$ cat src/rtl/cpu_isa_pkg.sv
// cpu_isa_pkg: shared ISA definitions for the 8-bit control path.
//   - instruction class encoding and the opcode prefixes that select it
//   - 3-bit register codes (x0,x1,y0,y1,r,m,i,dm) used as move sources
//   - write-enable indices and the immediate source select code
package cpu_isa_pkg;

  typedef enum logic [2:0] {
    ClsLoad,
    ClsMove,
    ClsAlu,
    ClsJmp,
    ClsJnz
  } insn_class_e;

  // Opcode prefixes, MSB-aligned in the instruction word.
  localparam logic       PFX_LOAD = 1'b0;
  localparam logic [1:0] PFX_MOVE = 2'b10;
  localparam logic [2:0] PFX_ALU  = 3'b110;
  localparam logic [3:0] PFX_JMP  = 4'b1110;
  localparam logic [3:0] PFX_JNZ  = 4'b1111;

  // Source register codes.
  localparam logic [2:0] X0 = 3'd0;
  localparam logic [2:0] X1 = 3'd1;
  localparam logic [2:0] Y0 = 3'd2;
  localparam logic [2:0] Y1 = 3'd3;
  localparam logic [2:0] R  = 3'd4;
  localparam logic [2:0] M  = 3'd5;
  localparam logic [2:0] I  = 3'd6;
  localparam logic [2:0] DM = 3'd7;

  localparam logic [3:0]  SRC_IMM = 4'd8;
  localparam int unsigned REG_R   = 8;

  function automatic insn_class_e decode_class(input logic [7:0] insn);
    if (insn[7] == PFX_LOAD)           return ClsLoad;
    else if (insn[7:6] == PFX_MOVE)    return ClsMove;
    else if (insn[7:5] == PFX_ALU)     return ClsAlu;
    else if (insn[7:4] == PFX_JMP)     return ClsJmp;
    else                               return ClsJnz;
  endfunction

endpackage

$ cat src/rtl/reset_sync.sv
// reset_sync: two-flop reset synchronizer.
//   clk        in   system clock
//   reset      in   asynchronous active-high reset
//   sync_reset out  asserts immediately with reset, deasserts on the 2nd rising
//                   clk after reset falls
module reset_sync (
  input  logic clk,
  input  logic reset,
  output logic sync_reset
);

  logic stage_q;

  always_ff @(posedge clk or posedge reset) begin
    if (reset) begin
      stage_q    <= 1'b1;
      sync_reset <= 1'b1;
    end else begin
      stage_q    <= 1'b0;
      sync_reset <= stage_q;
    end
  end

endmodule

$ cat src/rtl/instruction_decoder.sv
// instruction_decoder: decodes the program-memory word into sequencer jump
// requests and datapath write enables/source select; holds the zero flag and
// the instruction register.
//   clk, reset      clock and asynchronous active-high reset
//   pm_data         instruction word for the current pc
//   alu_zero        ALU result-is-zero from the datapath
//   sync_reset      synchronized reset for sequencer/datapath
//   jmp, jmp_nz     jump requests; jmp_addr is the target page
//   dont_jmp        registered zero flag (suppresses jmp_nz in the sequencer)
//   reg_en          one-hot write enable; source_sel, imm, alu_func, i_inc
//   ir              instruction register (debug)
module instruction_decoder
  import cpu_isa_pkg::*;
(
  input  logic       clk,
  input  logic       reset,
  input  logic [7:0] pm_data,
  input  logic       alu_zero,
  output logic       sync_reset,
  output logic       jmp,
  output logic       jmp_nz,
  output logic [3:0] jmp_addr,
  output logic       dont_jmp,
  output logic [8:0] reg_en,
  output logic [3:0] source_sel,
  output logic [3:0] imm,
  output logic [4:0] alu_func,
  output logic       i_inc,
  output logic [7:0] ir
);

  logic       is_alu;
  logic [2:0] dst;
  logic [2:0] src;

  reset_sync u_reset_sync (
    .clk        (clk),
    .reset      (reset),
    .sync_reset (sync_reset)
  );

  always_comb begin
    reg_en     = '0;
    source_sel = '0;
    imm        = '0;
    alu_func   = '0;
    i_inc      = 1'b0;
    jmp        = 1'b0;
    jmp_nz     = 1'b0;
    jmp_addr   = '0;
    is_alu     = 1'b0;
    dst        = '0;
    src        = '0;
    if (!sync_reset) begin
      imm      = pm_data[3:0];
      alu_func = pm_data[4:0];
      unique case (decode_class(pm_data))
        ClsLoad: begin
          dst         = pm_data[6:4];
          reg_en[dst] = 1'b1;
          source_sel  = SRC_IMM;
          // An explicit write of i beats the post-increment.
          i_inc       = (dst == DM) && (dst != I);
        end
        ClsMove: begin
          dst         = pm_data[5:3];
          src         = pm_data[2:0];
          reg_en[dst] = 1'b1;
          source_sel  = {1'b0, src};
          i_inc       = ((dst == DM) || (src == DM)) && (dst != I);
        end
        ClsAlu: begin
          reg_en[REG_R] = 1'b1;
          is_alu        = 1'b1;
        end
        ClsJmp: begin
          jmp      = 1'b1;
          jmp_addr = pm_data[3:0];
        end
        ClsJnz: begin
          jmp_nz   = 1'b1;
          jmp_addr = pm_data[3:0];
        end
        default: ;
      endcase
    end
  end

  always_ff @(posedge clk or posedge reset) begin
    if (reset) begin
      ir       <= '0;
      dont_jmp <= 1'b0;
    end else if (sync_reset) begin
      ir       <= '0;
      dont_jmp <= 1'b0;
    end else begin
      ir <= pm_data;
      if (is_alu) dont_jmp <= alu_zero;
    end
  end

endmodule

$ cat config.mk
export PLATFORM = sky130hd
export DESIGN_NAME = instruction_decoder
export DESIGN_NICKNAME = d
export VERILOG_FILES = /design/src/rtl/cpu_isa_pkg.sv /design/src/rtl/reset_sync.sv /design/src/rtl/instruction_decoder.sv
export SDC_FILE = /design/constraint.sdc
export NUM_CORES = 1
export LEC_CHECK = 0
export BUFFER_PORTS_ARGS = -buffer_cell sky130_fd_sc_hd__buf_2
export CAP_MARGIN = 40
export CORE_UTILIZATION = 40
export DETAILED_ROUTE_END_ITERATION = 12
export PLACE_DENSITY = 0.78
export SETUP_SLACK_MARGIN = 0.5
export SYNTH_ARGS = -nofsm -noshare
export SYNTH_HDL_FRONTEND = slang
export SYNTH_HIERARCHICAL = 1
export SYNTH_SLANG_ARGS = --single-unit
$ cat constraint.sdc
create_clock -name clk -period 1.4 [get_ports clk]
set_clock_uncertainty 0.05 [all_clocks]
set_input_delay 0.14 -clock clk [delete_from_list [all_inputs] [get_ports clk]]
set_output_delay 0.14 -clock clk [all_outputs]
set_load 0.01 [all_outputs]
* Word level (Yosys, flattened, before mapping)
Cells that the tools add are included.
** Word-level totals
- Output and inout port bits :: 39
- Flip-flop bits (word level) :: 11
- Logic and storage cells :: 56
- Input port bits :: 11
** Operators by class
- Equal/unequal tests :: 12
- Reductions and logical operators :: 8
- Order comparisons :: 4
- Mux-type cells :: 28
** Operators by type and width (number)
- $mux 4 :: 4
- $pmux 8 s2 :: 1
- $eq 3x3->1 const B :: 5
- $mux 3 :: 5
- $mux 1 :: 11
- $lt 3x5->1 const B :: 2
- $mux 9 :: 1
- $mux 8 :: 1
- $pmux 4 s2 :: 1
- $demux 1 s3 :: 2
- $eq 3x2->1 const B :: 2
- $ge 3x1->1 const B :: 2
- $ne 3x3->1 const B :: 2
- $mux 5 :: 1
- $eq 4x4->1 const B :: 1
- $logic_and 1x1->1 :: 4
- $eq 3x1->1 const B :: 1
- $logic_not 3->1 :: 1
- $eq 2x2->1 const B :: 1
- $pmux 1 s2 :: 1
- $reduce_bool 2->1 :: 1
- $reduce_or 2->1 :: 1
- $logic_or 1x1->1 :: 1

* Logic depth before layout (Yosys ltp)
Gate-level depths: netlist (run 1).
- Depth after elaboration :: 11
- Gate-level depth with buffers :: 4

* Modules after synthesis
Netlist (run 1), hierarchy kept.
** Modules (own cells, without submodules)
- instruction_decoder :: cells an instance 75, area each 654.4 um^2, instances 1
- reset_sync :: cells an instance 4, area each 60.1 um^2, instances 1

* Least setup slack after synthesis (run 1)
Ideal clock, no wire load.
- Path kind :: reg2out
- Start point :: register u_reset_sync.sync_reset
- End point :: output i_inc
- Cell stages (with the launch flop) :: 4
- Arrival :: 1154 ps
- Slack :: 56 ps
- Buffers on the path :: 0
- Required time :: 1210 ps
- Cell sequence :: dfstp_2 or2b_1 a211oi_2 a41o_1
** On the way
- Cells in the longest elaborated chain, start to end :: 1
** Ends and longest elaborated chain
- start, declared :: RTL line reset_sync.sv:9 : output logic sync_reset
- start signal, assigned :: RTL line reset_sync.sv:20 : sync_reset <= stage_q;
- $mux 1 :: RTL line instruction_decoder.sv:54 : if (!sync_reset) begin
- end, declared :: RTL line instruction_decoder.sv:28 : output logic i_inc,
Every way passes these cells.

* Final worst setup path (run 1)
Same ends and word-level chain as after synthesis.

==> flow_metrics.py, run 1 <==
metrics = {
    "routing": {
        "vias": 763,
        "route.detailed.drc": 0,
        "first_pass_iters": 6,
        "wl_per_cell_um": 13.12,
        "via_per_inst": 4.829,
        "drtIter0Drc": 12,
        "finalWirelength_um": 2073,
        "ant_nets": 0,
    },
    "critical_path": {
        "crit_required_ns": 1.21,
        "cp_max_fo": 8,
        "crit_path_end_kind": "output pin",
        "crit_type": "reg -> out",
        "path_delay_family": "flip-flops",
        "critPathSlowestCell": "dfstp_2",
        "crit_arrival_ns": 1.39,
        "slowest_delay_ns": 0.60,
        "start_kind": "flip-flop",
        "cp_cell_sequence": "or2b_4 > a211oi_2 > a41o_1 > buf_2",
        "cp_num_buf_inv": 1,
    },
    "pwr": {
        "peakVddDrop_v": 0.0003538,
        "powerDensity_mw_per_mm2": 684.0,
        "static-leakage-power_nw": 0.6526,
    },
    "finish": {
        "fin_util": 0.7316,
        "nets": 146,
        "num_antenna_cells": 0,
        "fin_cells": 158,
        "regArea_um2": 277.8,
        "area_growth_syn_to_layout_pct": 63.22,
        "fillCellCount": 120,
        "multi_input_area_um2": 417.9,
        "drive_gt1_frac": 0.6194,
    },
    "synth": {
        "syn_inst": 79,
        "yosys.area_share.simple": 0.3415,
        "synth_top_cell_by_area": "dfrtp_1",
        "synth.area.mux_share": 0.02977,
        "synth_area_per_cell_um2": 9.043,
        "synth_top_family_by_area": "simple AND/OR/NAND/NOR gates",
        "ys_types": 33,
        "synth_common_cells": "dfrtp_1 (9), nor2_1 (9), nor2b_1 (7)",
        "synth_fp_nets": 90,
        "syn-cell-area_um2": 714.4,
        "synth_ff_type": "dfrtp_1",
        "synth_xor_area_frac": 0,
        "yosys-top-cells-area": "dfrtp_1 (32%), dfstp_2 (7.4%), buf_4 (6.3%)",
        "synth_edf_count": 0,
        "ys_seq_area_frac": 0.3888,
        "synthAdderAreaFrac": 0,
        "yosys_warnings": 6,
        "yosysTopAreaCellShare": 0.3152,
        "synth-seq-cells": 11,
        "synth-compound-area-share": 0.09982,
        "async_flop_share": 1.000,
    },
    "timing": {
        "max_freq_mhz": 633.9,
        "finalMaxSlewViolations": 0,
        "hold_violations": 0,
        "holdWs_ns": 0.07513,
        "post-route-period-util": 1.127,
        "final.min_clock_period_ns": 1.578,
        "setup_violations": 28,
        "fin_ws_ns": -0.1776,
        "rsz0062_at_grt": "yes",
    },
    "grt": {
        "overflow": 0,
        "grt.met2_usage": 0.3529,
        "grt_pass1_vias": 718,
        "grt_busiest_layer": "met2",
        "track_usage": 0.2311,
        "grt_start_max_net_pins": 12,
        "grt_pass1_wl_um": 3298,
        "use_met1": 0.2832,
        "antenna_found_initial": 0,
        "use_met3": 0.04082,
    },
    "clocking": {
        "cts_buffer_depth": 2,
        "clock_sinks": 11,
        "cts_made_buffers": 3,
        "cts_max_level": 1,
        "clock_latency_ns": 0.27,
        "root_buffer": "clkbuf_4",
        "cts_tree": "done",
        "path_clk_slew_ns": 0.07,
    },
    "worst_hold_path": {
        "holdCritPathClass": "in -> reg",
    },
    "place": {
        "dp_hpwl_um": 1399,
        "place_ws_ns": 0.06571,
        "io_buffer_count": 49,
        "place_congestion": 0.8627,
        "dpl.cell_count": 147,
    },
    "die": {
        "die_width_um": 44.26,
        "dieArea_mm2": 0.001959,
        "num_rows": 14,
        "die_h_um": 44.26,
        "num_io_pins": 50,
        "initial_core_util": 0.4482,
        "coreArea_mm2": 0.001594,
    },
    "outcome": {
        "violations": "negative setup slack",
        "outcome": "finished, violations left",
    },
    "run": {
        "cap_violations": 0,
    },
}
-- state kept, by name, indices dropped and copies added, names as in the netlist --
| signal | cells |
|---|---|
| dont_jmp | 1 |
| ir | 8 |
| u_reset_sync/stage_q | 1 |
| u_reset_sync/sync_reset | 1 |
-- per-layer routing --
metal | vias to the layer above | part of all wire
li1 | 365 | -
met1 | 352 | 0.43
met2 | 38 | 0.48
met3 | 8 | 0.052
met4 | 0 | 0.030
met5 | - | 0
-- report_power, final --
| part | internal, mW | switching, mW |
|---|---|---|
| sequential | 0.335 | 0.00586 |
| combinational | 0.108 | 0.132 |
| clock | 0.110 | 0.107 |
-- metrics by stage --
stage	TNS (ns)	power, mW	cell area [µm²]
2_1_floorplan	0	0.4861	798.3
3_3_place_gp	0	0.5440	1018
3_5_place_dp	0	0.5485	1018
4_1_cts	-1.719	0.7870	1126
5_1_grt	-4.450	0.8431	1166
6_report	-2.606	0.7976	1166
-- area by class of cell --
class | instances | share of cell area
clock buffer | 4 | 0.02253
inverter | 7 | 0.03326
multi-input combinational | 51 | 0.3584
sequential | 11 | 0.2382
tap | 24 | 0.02575
timing repair buffer | 61 | 0.3219
-- repair_timing --
item	CTS	global route
setup endpoints to repair	48	48
hold buffers	1	0
buffers inserted	4	2
hold endpoints to repair	11	0
gates resized for setup	9	7
pin swaps	3	1
-- logic make-up (layout without fill, tap and decap cells) --
family,after synthesis,in the layout
buffers and inverters,17,72
multiplexers,2,2
AND/OR/NAND/NOR,40,40
other,1,1
flip-flops,11,11
AO/OA/AOI/OAI,8,8
-- worst paths after layout --
path                                    startpoint                 endpoint  slack [ns]  cells after the start
setup / recovery           u_reset_sync/sync_reset                    i_inc       -0.18                      4
hold / removal                            alu_zero                 dont_jmp        0.08                      3
hold reg to reg               u_reset_sync/stage_q  u_reset_sync/sync_reset        0.31                      0
max in group asynchronous                    reset                 dont_jmp        0.72                      3
min in group asynchronous                    reset                    ir[1]        0.34                      3
setup reg to reg           u_reset_sync/sync_reset                    ir[2]        0.13                      5
-- worst register-to-register path: stages (launching register included) --
cell,delay [ns]
dfstp_2,0.60
nand2b_4,0.17
buf_6,0.12
inv_6,0.04
buf_6,0.10
buf_6,0.09
-- cells in the final DEF (no fill, tap or decap), types with 2 or more instances in the layout --
cell,Yosys,layout
nand3b_1,2,2
buf_4,6,7
clkbuf_4,0,3
dfrtp_1,9,9
dfstp_2,2,2
nor3_4,0,2
buf_2,2,46
nor2b_1,7,7
nand2_1,2,2
a2bb2oi_1,2,2
nor2_2,1,2
nor2_1,9,7
buf_6,1,6
inv_1,6,5
a21oi_2,0,2
nand2b_1,5,4
nor3_2,1,3
No activity file was read; power rests on OpenSTA's default activity.
==> run 2: changes to the inputs <==
- CORE_MARGIN: not set -> 4
- GPL_TIMING_DRIVEN: not set -> 0
==> run 2 against run 1 <==
  * The run still ends with negative setup slack left
  * Count of clock-buffer cells in the layout shrank 1
  * Combinational power grew 25%
  * Total power grew 7.3%
  * Critical path depth is the same
  * Worst setup slack lost 0.086 ns
  * Wire length grew 26%
  * Non-clock buffer count grew 11
  * Register-to-register slack gained 0.11 ns
  * Sequential share of layout area shrank 3.4 points
  * Sequential power is essentially flat
  * Die area grew 29%
  * Critical endpoint is now reg_en[0]
  * Largest power group unchanged
==> flow_metrics.py, run 2 (synthesized netlist as in run 1, its figures left out) <==
metrics = {
    "finish": {
        "fin_util": 0.7963,
        "nets": 157,
        "area_growth_syn_to_layout_pct": 90.37,
        "fin_cells": 170,
        "fillCellCount": 117,
        "drive_gt1_frac": 0.6690,
        "largest_register_ffs": 8,
        "num_antenna_cells": 0,
        "final_common_cell": "buf_2",
        "regMostFlops": "ir",
        "final_cell_mix": "buf_2 (40), buf_6 (23), dfrtp_1 (9)",
    },
    "run": {
        "cap_violations": 0,
    },
    "pwr": {
        "clkPwrFrac": 0.251,
        "power.switching_uw": 263.3,
        "static-leakage-power_nw": 0.7432,
        "comb_power_share": 0.349,
        "p_int_uw": 592.2,
        "power_switching_share": 0.3077,
        "peakVddDrop_v": 0.0003608,
        "powerDensity_mw_per_mm2": 629.0,
        "p_seq_frac": 0.400,
    },
    "timing": {
        "post-route-period-util": 1.188,
        "setup_violations": 30,
        "final.min_clock_period_ns": 1.663,
        "hold_violations": 0,
        "rsz0062_at_grt": "yes",
        "fin_ws_ns": -0.2632,
        "finalMaxSlewViolations": 0,
        "max_freq_mhz": 601.2,
    },
    "clocking": {
        "cts_made_buffers": 3,
        "cts_buffer_depth": 2,
        "clock_sinks": 11,
        "root_buffer": "clkbuf_4",
        "path_clk_slew_ns": 0.08,
        "cts_tree": "done",
        "clock_latency_ns": 0.27,
        "cts_max_level": 1,
    },
    "routing": {
        "route.detailed.drc": 0,
        "first_pass_iters": 5,
        "ant_nets": 0,
        "via_per_inst": 4.941,
        "wl_per_cell_um": 15.39,
        "vias": 840,
        "drtIter0Drc": 19,
        "finalWirelength_um": 2617,
    },
    "critical_path": {
        "crit_required_ns": 1.21,
        "start_kind": "flip-flop",
        "critical_path.endpoint": "reg_en[0]",
        "timing.rr.end": "ir[4]",
        "reg2reg_depth": 4,
        "r2r_setup_slack_ns": 0.24,
        "crit_path_end_kind": "output pin",
        "crit_type": "reg -> out",
        "crit_arrival_ns": 1.47,
        "cp_max_fo": 6,
        "r2r_start": "u_reset_sync/sync_reset",
        "critPathLaunch": "u_reset_sync/sync_reset",
    },
    "outcome": {
        "outcome": "finished, violations left",
        "violations": "negative setup slack",
    },
    "place": {
        "io_buffer_count": 48,
        "place_congestion": 0.8044,
        "dp_hpwl_um": 1587,
        "dpl.cell_count": 152,
    },
    "die": {
        "dieArea_mm2": 0.002526,
        "die_width_um": 50.26,
        "num_io_pins": 50,
        "coreArea_mm2": 0.001708,
        "die_h_um": 50.26,
        "num_rows": 15,
        "initial_core_util": 0.4183,
    },
    "grt": {
        "track_usage": 0.1971,
        "grt_pass1_vias": 750,
        "grt_pass1_wl_um": 3684,
        "grt_start_max_net_pins": 11,
        "overflow": 0,
        "antenna_found_initial": 0,
    },
    "worst_hold_path": {
        "holdCritPathClass": "in -> reg",
    },
}
-- run 2: changes by cell type in the layout (fill, tap and decap cells not counted), sizes merged --
cell,previous run,this run
buf,60,70
clkinv,0,1
-- run 2: final cells by class --
class	instances	area, µm²	share of cell area
Clock buffer	3	22.52	0.01656
Clock inverter	1	5.005	0.003680
Timing Repair Buffer	62	441.7	0.3247
Inverter	7	38.79	0.02852
Multi-Input combinational cell	51	425.4	0.3128
Sequential cell	11	277.8	0.2042
Buffer	10	117.6	0.08648
Tap cell	25	31.28	0.02300
-- run 2: metal layers --
layer / GRT usage / wire length (µm) / vias up
li1: - / - / 389
met4: 0.1336 / 58 / 0
met3: 0.02671 / 135 / 9
met5: 0 / 0 / -
met1: 0.2179 / 951 / 399
met2: 0.3457 / 1471 / 43
-- run 2: worst min path at each step --
stage	from	depth (start not counted)	to
floorplan	reset	1	dont_jmp
CTS	alu_zero	3	dont_jmp
global placement	reset	2	ir[2]
finish	pm_data[5]	3	ir[5]
global route	pm_data[5]	3	ir[5]
detailed placement	reset	2	ir[2]
-- run 2: per-stage QoR --
stage	setup TNS (ns)	hold slack (ns)	instance area (µm²)	total power, mW	setup slack [ns]
after floorplan	0	-0.08208	798.3	0.4861	0.1081
after global placement	0	0.06951	1070	0.5588	0.03344
after detailed placement	0	0.07525	1070	0.5641	0.01817
after CTS	-2.919	0.07094	1264	0.8201	-0.2319
after global routing	-6.389	0.08784	1360	0.8994	-0.3152
final	-4.104	0.09026	1360	0.8555	-0.2632
-- run 2: power by group through the flow --
stage | logic, mW | clock network, mW | registers [mW]
floorplan | 0.131 | 0 | 0.355
detailed placement | 0.216 | 0 | 0.348
global placement | 0.211 | 0 | 0.348
CTS | 0.265 | 0.214 | 0.341
finish | 0.299 | 0.215 | 0.342
global route | 0.318 | 0.237 | 0.344
-- run 2: what timing repair did --
item                       4_1_cts  5_1_grt
hold endpoints to repair        11        0
gates resized for setup         20       15
hold buffers                     1        0
pin swaps                        2        4
setup endpoints to repair       46       48
setup buffers                    8        5
-- run 2: critical path, cell delays in order, from the launching register on --
cell     delay [ns]
dfstp_2        0.41
buf_6          0.13
or4_4          0.42
a21oi_2        0.11
buf_2          0.13
